===== src/rtl/spi_cfg_pkg.sv =====
// Shared encodings for the SPI configuration controller: commands, error codes, FSM states, config record.
package spi_cfg_pkg;

    typedef enum logic [1:0] {
        CMD_NOP     = 2'b00,
        CMD_WRITE   = 2'b01,
        CMD_COMMIT  = 2'b10,
        CMD_DEFAULT = 2'b11
    } cmd_e;

    localparam logic [2:0] ERR_NONE    = 3'd0;
    localparam logic [2:0] ERR_KEY     = 3'd1;
    localparam logic [2:0] ERR_TRUNC   = 3'd2;
    localparam logic [2:0] ERR_OVERLEN = 3'd3;
    localparam logic [2:0] ERR_WIDTH   = 3'd4;
    localparam logic [2:0] ERR_CHECK   = 3'd5;
    localparam logic [2:0] ERR_TIMEOUT = 3'd6;
    localparam logic [2:0] ERR_COLLIDE = 3'd7;

    typedef enum logic [2:0] {
        S_IDLE,
        S_PAYLOAD,
        S_CHECK,
        S_END,
        S_APPLY,
        S_DRAIN
    } state_e;

    typedef struct packed {
        logic       cpol;
        logic       cpha;
        logic [3:0] width;
    } cfg_t;

    function automatic logic onehot4(input logic [3:0] w);
        return (w != 4'd0) && ((w & (w - 4'd1)) == 4'd0);
    endfunction

endpackage


===== src/rtl/spi_cfg_ctrl.sv =====
// Parses keyed multi-beat config frames into a shadow register and commits it to the
// active SPI settings only while the engine is idle, bounded by a timeout.
module spi_cfg_ctrl
    import spi_cfg_pkg::*;
#(
    parameter logic [3:0] KEY       = 4'hA,
    parameter logic       DEF_CPOL  = 1'b0,
    parameter logic       DEF_CPHA  = 1'b0,
    parameter logic [3:0] DEF_WIDTH = 4'b0001,
    parameter int         TIMEOUT   = 16
) (
    input  logic       clk,
    input  logic       rst,
    input  logic       config_req,
    input  logic [5:0] config_data,
    input  logic       spi_busy,
    output logic       cpol,
    output logic       cpha,
    output logic [3:0] spi_width,
    output logic       cfg_pending,
    output logic       cfg_done,
    output logic       cfg_err,
    output logic [2:0] err_code
);

    localparam cfg_t        DEF_CFG  = '{cpol: DEF_CPOL, cpha: DEF_CPHA, width: DEF_WIDTH};
    localparam logic [15:0] TMO_LAST = 16'(TIMEOUT - 1);

    state_e      state_q, state_d;
    cmd_e        op_q;
    cfg_t        staged_q, shadow_q, active_q;
    logic [15:0] cnt_q;
    logic        collide_q;
    logic        pending_q, done_q, err_q;
    logic [2:0]  err_code_q;

    cmd_e       hdr_cmd;
    logic       key_ok;
    logic       err_set, err_clr, op_en, stage_en, shadow_wr;
    logic       do_commit, do_default, cnt_clr, cnt_inc;
    logic [2:0] err_val;

    assign hdr_cmd = cmd_e'(config_data[5:4]);
    assign key_ok  = (config_data[3:0] == KEY);

    always_ff @(posedge clk) begin
        if (rst) begin
            state_q <= S_IDLE;
        end else begin
            state_q <= state_d;
        end
    end

    always_comb begin
        state_d    = state_q;
        err_set    = 1'b0;
        err_val    = ERR_NONE;
        err_clr    = 1'b0;
        op_en      = 1'b0;
        stage_en   = 1'b0;
        shadow_wr  = 1'b0;
        do_commit  = 1'b0;
        do_default = 1'b0;
        cnt_clr    = 1'b0;
        cnt_inc    = 1'b0;
        case (state_q)
            S_IDLE: begin
                if (config_req) begin
                    if (!key_ok) begin
                        err_set = 1'b1;
                        err_val = ERR_KEY;
                        state_d = S_DRAIN;
                    end else begin
                        err_clr = 1'b1;
                        op_en   = 1'b1;
                        state_d = (hdr_cmd == CMD_WRITE) ? S_PAYLOAD : S_END;
                    end
                end
            end
            S_PAYLOAD: begin
                if (!config_req) begin
                    err_set = 1'b1;
                    err_val = ERR_TRUNC;
                    state_d = S_IDLE;
                end else begin
                    stage_en = 1'b1;
                    state_d  = S_CHECK;
                end
            end
            S_CHECK: begin
                if (!config_req) begin
                    err_set = 1'b1;
                    err_val = ERR_TRUNC;
                    state_d = S_IDLE;
                end else if (config_data != 6'(~staged_q)) begin
                    err_set = 1'b1;
                    err_val = ERR_CHECK;
                    state_d = S_DRAIN;
                end else if (!onehot4(staged_q.width)) begin
                    err_set = 1'b1;
                    err_val = ERR_WIDTH;
                    state_d = S_DRAIN;
                end else begin
                    state_d = S_END;
                end
            end
            S_END: begin
                if (config_req) begin
                    err_set = 1'b1;
                    err_val = ERR_OVERLEN;
                    state_d = S_DRAIN;
                end else begin
                    case (op_q)
                        CMD_WRITE: begin
                            shadow_wr = 1'b1;
                            state_d   = S_IDLE;
                        end
                        CMD_NOP: state_d = S_IDLE;
                        default: begin
                            cnt_clr = 1'b1;
                            state_d = S_APPLY;
                        end
                    endcase
                end
            end
            S_APPLY: begin
                // A frame arriving mid-apply is flagged once; collide_q suppresses repeats.
                if (config_req && !collide_q) begin
                    err_set = 1'b1;
                    err_val = ERR_COLLIDE;
                end
                if (!spi_busy) begin
                    do_commit  = (op_q == CMD_COMMIT);
                    do_default = (op_q == CMD_DEFAULT);
                    state_d    = config_req ? S_DRAIN : S_IDLE;
                end else if (cnt_q == TMO_LAST) begin
                    err_set = 1'b1;
                    err_val = ERR_TIMEOUT;
                    state_d = config_req ? S_DRAIN : S_IDLE;
                end else begin
                    cnt_inc = 1'b1;
                end
            end
            S_DRAIN: begin
                if (!config_req) begin
                    state_d = S_IDLE;
                end
            end
            default: state_d = S_IDLE;
        endcase
    end

    always_ff @(posedge clk) begin
        if (rst) begin
            op_q       <= CMD_NOP;
            staged_q   <= DEF_CFG;
            shadow_q   <= DEF_CFG;
            active_q   <= DEF_CFG;
            cnt_q      <= 16'd0;
            collide_q  <= 1'b0;
            pending_q  <= 1'b0;
            done_q     <= 1'b0;
            err_q      <= 1'b0;
            err_code_q <= ERR_NONE;
        end else begin
            done_q    <= do_commit | do_default;
            err_q     <= err_set;
            collide_q <= config_req && (state_d == S_APPLY);
            if (err_set) begin
                err_code_q <= err_val;
            end else if (err_clr) begin
                err_code_q <= ERR_NONE;
            end
            if (op_en) begin
                op_q <= hdr_cmd;
            end
            if (stage_en) begin
                staged_q <= cfg_t'(config_data);
            end
            if (shadow_wr) begin
                shadow_q  <= staged_q;
                pending_q <= 1'b1;
            end
            if (do_commit) begin
                active_q  <= shadow_q;
                pending_q <= 1'b0;
            end
            if (do_default) begin
                active_q  <= DEF_CFG;
                shadow_q  <= DEF_CFG;
                pending_q <= 1'b0;
            end
            if (cnt_clr) begin
                cnt_q <= 16'd0;
            end else if (cnt_inc) begin
                cnt_q <= cnt_q + 16'd1;
            end
        end
    end

    assign cpol        = active_q.cpol;
    assign cpha        = active_q.cpha;
    assign spi_width   = active_q.width;
    assign cfg_pending = pending_q;
    assign cfg_done    = done_q;
    assign cfg_err     = err_q;
    assign err_code    = err_code_q;

endmodule


===== config.mk =====
export PLATFORM = sky130hd
export DESIGN_NAME = spi_cfg_ctrl
export DESIGN_NICKNAME = d
export VERILOG_FILES = /design/src/rtl/spi_cfg_pkg.sv /design/src/rtl/spi_cfg_ctrl.sv
export SDC_FILE = /design/constraint.sdc
export NUM_CORES = 1
export LEC_CHECK = 0
export CAP_MARGIN = 20
export CORE_MARGIN = 2
export CORE_UTILIZATION = 61
export DETAILED_ROUTE_END_ITERATION = 8
export PLACE_DENSITY_LB_ADDON = 0.08
export SETUP_SLACK_MARGIN = 0.4
export SLEW_MARGIN = 5
export SYNTH_ARGS = -nofsm -noshare
export SYNTH_HDL_FRONTEND = slang
export SYNTH_SLANG_ARGS = --single-unit

===== constraint.sdc =====
create_clock -name clk -period 2.8 [get_ports clk]
set_clock_uncertainty 0.05 [all_clocks]
set_input_delay 0.84 -clock clk [delete_from_list [all_inputs] [get_ports clk]]
set_output_delay 0.84 -clock clk [all_outputs]
set_load 0.03 [all_outputs]

# Word-level counts from Yosys, hierarchy flattened

Index checks and enable logic that the tools add are counted.

Flip-flop bits (word level): 46
Bits of input ports: 10
Output and inout port bits: 12
Logic and storage cells: 103

$add $sub $neg: 2
Equality and inequality tests: 13
Mux-type cells: 55
Bitwise logic cells: 3
Reductions and logical operators: 13

Operators with widths:

| kind                                              | number |
|---|---|
| 2-to-1 mux 3 bit                                  | 19 |
| 2-to-1 mux 1 bit                                  | 29 |
| case mux 3 bit (6 select lines)                   | 1 |
| adder 16 x 1 -> 16 bit (second input constant)    | 1 |
| == test 16 x 4 -> 1 bit (second input constant)   | 1 |
| case mux 3 bit (5 select lines)                   | 1 |
| == test 3 bit (second input constant)             | 3 |
| 2-to-1 mux 2 bit                                  | 4 |
| == test 3 x 2 -> 1 bit (second input constant)    | 2 |
| inequality test 6 bit                             | 1 |
| NOT 6 bit                                         | 1 |
| OR reduction 2 bit                                | 3 |
| case mux 1 bit (5 select lines)                   | 1 |
| bitwise AND 4 bit                                 | 1 |
| == test 2 x 1 -> 1 bit (second input constant)    | 2 |
| == test 2 bit (second input constant)             | 2 |
| == test 4 bit (second input constant)             | 1 |
| zero test 4 bit                                   | 1 |
| nonzero test 4 bit                                | 1 |
| subtractor 4 x 1 -> 4 bit (second input constant) | 1 |
| == test 3 x 1 -> 1 bit (second input constant)    | 1 |
| logical AND 1 bit                                 | 3 |
| zero test 3 bit                                   | 1 |
| OR reduction 3 bit                                | 1 |
| other kinds (4)                                   | 4 |

# Logic depth before layout (Yosys ltp)

Word-level depth: 10
Depth in mapped cells: 7
Gate-level depth less buffers: 6

# Worst setup path after synthesis

OpenSTA, ideal clock, no wires.

Path type: input to register
Start: input port config_data[2]
End: register err_code_q[2] (netlist: err_code[2])
Setup time: 122 ps
Arrival time: 1870 ps
Data required time: 2628 ps
Setup slack: 758 ps
Stages: 5
Buffers on the path: 0
Cell sequence: and4bb_2 > nor4b_1 > o21ai_0 > nor4bb_4 > a221o_1

Word-level cells in the longest chain between the ends: 5
Elaborated cells between the ends (all ways): 15
Classes of those cells: eq/ne (2); mux (12); reduce/logical (1)

RTL lines:

| element                                                 | RTL line                               | text |
|---|---|---|
| from (decl)                                             | spi_cfg_ctrl.sv:15                     | `input logic [5:0] config_data,` |
| inequality test 6 bit or == test 4 bit (tied branches)  | spi_cfg_ctrl.sv:95, spi_cfg_ctrl.sv:44 |  |
| 2-to-1 mux 3 bit (tied with other cells)                | spi_cfg_ctrl.sv:95                     | `end else if (config_data != 6'(~staged_q)) begin` |
| 2-to-1 mux 3 bit (tied with other cells)                | spi_cfg_ctrl.sv:91                     | `if (!config_req) begin` |
| case mux 3 bit (5 select lines) (tied with other cells) | spi_cfg_ctrl.sv:66                     | `case (state_q)` |
| 2-to-1 mux 3 bit or nonzero test 2 bit (tied branches)  | n/a                                    |  |
| to (signal assigned)                                    | spi_cfg_ctrl.sv:170                    | `err_code_q <= err_val;` |
| to (decl)                                               | spi_cfg_ctrl.sv:35                     | `logic [2:0] err_code_q;` |

Parallel ways exist; a longest one is shown, timed or not.
A chain may end at the register's enable or synchronous reset.

# Worst setup path in the final report

Start: input port spi_busy
End: register err_code_q[2] (netlist: err_code[2])

Word-level cells in the longest chain between the ends: 3
Elaborated cells between the ends (all ways): 6
Classes of those cells: mux (5); reduce/logical (1)

RTL lines:

| element                                                                            | RTL line            | text |
|---|---|---|
| from (decl)                                                                        | spi_cfg_ctrl.sv:16  | `input logic spi_busy,` |
| 2-to-1 mux 3 bit or 2-to-1 mux 1 bit (tied branches)                               | spi_cfg_ctrl.sv:132 | `if (!spi_busy) begin` |
| case mux 3 bit (5 select lines) or case mux 1 bit (5 select lines) (tied branches) | spi_cfg_ctrl.sv:66  |  |
| 2-to-1 mux 3 bit or nonzero test 2 bit (tied branches)                             | n/a                 |  |

Parallel ways exist; a longest one is shown, timed or not.

==> impl_metrics.env <==
export IMPL_critPathLaunchType="input pin"
export IMPL_clock_sinks=46
export IMPL_worstSetupEndpointType="flop"
export IMPL_clk_pin_slew_ns=0.08
export IMPL_fin_crit_sh_pct=82.90
export IMPL_drv_cap=0
export IMPL_drc=0
export IMPL_first_global_vias=1743
export IMPL_routabilityCongestion=0.8927
export IMPL_post_dp_cell_area_um2=2546
export IMPL_synth_area_leader_cell="dfxtp_1"
export IMPL_setup_viol=0
export IMPL_antenna_found_initial=0
export IMPL_area_growth_syn_to_layout_pct=16.89
export IMPL_rsz0062_at_grt="yes"
export IMPL_postSynthCellCount=254
export IMPL_die_w_um=65.55
export IMPL_ios=22
export IMPL_first_pass_iters=4
export IMPL_grt_pass1_wl_mm=8.211
export IMPL_crit_type="in -> reg"
export IMPL_core_area_um2=3661
export IMPL_fin_cells=327
export IMPL_grt_overflow=0
export IMPL_synth_edf_count=0
export IMPL_drv_slew=0
export IMPL_wl_per_cell_um=14.95
export IMPL_start_util_pct=63.12
export IMPL_vias=1912
export IMPL_slew_headroom_pct=61.89
export IMPL_die_area_um2=4297
export IMPL_drtAntennaViolNets=0
export IMPL_min_path_type="reg -> reg"
export IMPL_dieHeight_um=65.55
export IMPL_grt_usage_pct=24.96
export IMPL_grt_max_degree=17
export IMPL_max_freq_mhz=430.8
export IMPL_dpl_cell_count=316
export IMPL_worstMarginPinSlew_ns=0.5709
export IMPL_post_dp_hpwl_mm=3.397
export IMPL_syn_nets=265
export IMPL_cp_max_fo=5
export IMPL_nNetsFinal=289
export IMPL_period_minus_slack_ns=2.321
export IMPL_cp_required_ns=2.94
export IMPL_via_per_inst=5.847
export IMPL_power_density_nw_per_um2=463.2
export IMPL_ys_seq_area_share_pct=39.85
export IMPL_synth_seq_cells=46
export IMPL_cts_buffers=5
export IMPL_tritoncts="yes"
export IMPL_ys_top_cells_by_area="dfxtp_1, nor2_1, mux2i_1"
export IMPL_critPathArrivalTime_ns=2.47
export IMPL_status="completed"
export IMPL_clk_latency_ns=0.30
export IMPL_clockRootBuffer="clkbuf_8"
export IMPL_port_buffers=21
export IMPL_ys_flop_type="dfxtp_1"
export IMPL_htreeDepth=2
export IMPL_yosysWarnings=0
export IMPL_synth_area_um2=2311
export IMPL_cts_buffer_depth=2
export IMPL_timing_hold_ws_ns=0.4109
export IMPL_mostFrequentLayoutCell="dfxtp_1"
export IMPL_drt_iter0_markers=135
export IMPL_drive_gt1_share_pct=14.70
export IMPL_fin_area_um2=2701
export IMPL_layout_common_cells="dfxtp_1, nor2_1, nand2_1"
export IMPL_p_leak_nw=1.073
export IMPL_synth_top_area_share_pct=39.85
export IMPL_synthArstFlopShare_pct=0
export IMPL_ys_types=56
export IMPL_diodes=0
export IMPL_totalWireLength_mm=4.890
export IMPL_ir_drop_mv=0.3221
export IMPL_finalHoldViolations=0
export IMPL_finalSetupTns_ns=0
export IMPL_avgSynthCellArea_um2=9.098
export IMPL_num_rows=22
## final cells by class
class	count	area [um^2]
clock buffers	7	86.33
clock inverters	1	5.005
fillers	271	959.7
inverters	9	33.78
multi-input cells	186	1303
flip-flops and latches	46	920.9
well taps	48	60.06
repair buffers	30	292.8
## Yosys cell counts, types with 4 or more instances
master,number
xnor2_1,7
nor2_1,30
nor4_2,4
xor2_1,11
nand2_1,26
dfxtp_1,46
nor4_1,4
nand3_1,7
clkbuf_1,4
buf_2,4
inv_1,8
nor3_2,4
mux2i_1,10
a21oi_1,15
o21ai_0,10
## flip-flops by register name (all words and copies together) (netlist names)
signal	count
cfg_done	1
cfg_err	1
cfg_pending	1
cnt_q	16
collide_q	1
cpha	1
cpol	1
err_code	3
op_q	2
shadow_q	6
spi_width	4
staged_q	6
state_q	3
## cells by family after synthesis
| group | Yosys count | share of synthesized area (%) |
|---|---|---|
| and+or+nand+nor | 112 | 29.89 |
| DFF | 46 | 39.85 |
| AOI/OAI and AO/OA | 44 | 12.94 |
| buffers and inverters | 22 | 4.927 |
| xor gates and xnor gates | 19 | 7.526 |
| muxes | 10 | 4.332 |
| adders and majority gates | 1 | 0.5413 |
## metrics by stage
step	setup WS (ns)	utilization, %	power [W]
2_1_floorplan	0.7581	-	0.0007948
3_3_place_gp	0.1665	69.55	0.0008374
3_5_place_dp	0.1228	69.55	0.0008394
4_1_cts	0.4425	72.04	0.001253
5_1_grt	0.3946	73.79	0.001299
6_report	0.4789	73.79	0.001251
## routing by layer
metal | wire length [um] | global-route usage, %
met5 | 0 | 0
met4 | 96 | 8.073
met3 | 220 | 5.137
met2 | 2359 | 41.07
met1 | 2214 | 32.79
## critical path, cell delays in order
cell,delay [ns]
clkdlybuf4s50_1,0.53
nor4bb_2,0.22
buf_4,0.20
nand2_4,0.07
o21ai_4,0.21
nor4bb_4,0.08
a221o_1,0.31
## path summary, 6_finish.rpt
path	cells past startpoint	start	end	slack, ns
worst max register to register	6	staged_q[3]$_SDFFE_PP0P_	state_q[1]$_SDFF_PP0_	0.82
worst min-delay path	2	shadow_q[3]$_SDFFE_PP0P_	spi_width[3]$_SDFFE_PP0P_	0.41
worst min register to register	2	shadow_q[3]$_SDFFE_PP0P_	spi_width[3]$_SDFFE_PP0P_	0.41
worst max-delay path	7	spi_busy	err_code[2]$_SDFFE_PP0P_	0.48
## timing repair
action | CTS | global route
hold buffers | 0 | 0
setup endpoints to repair | 0 | 3
setup buffers | 0 | 3
gates resized for setup | 0 | 11
## power breakdown
group | internal, W | total [W] | switching, W
sequential | 0.000668 | 0.000688 | 0.0000208
clock | 0.000199 | 0.000417 | 0.000218
combinational | 0.0000652 | 0.000146 | 0.0000804
Note: power is estimated with default switching activity, not from simulation.
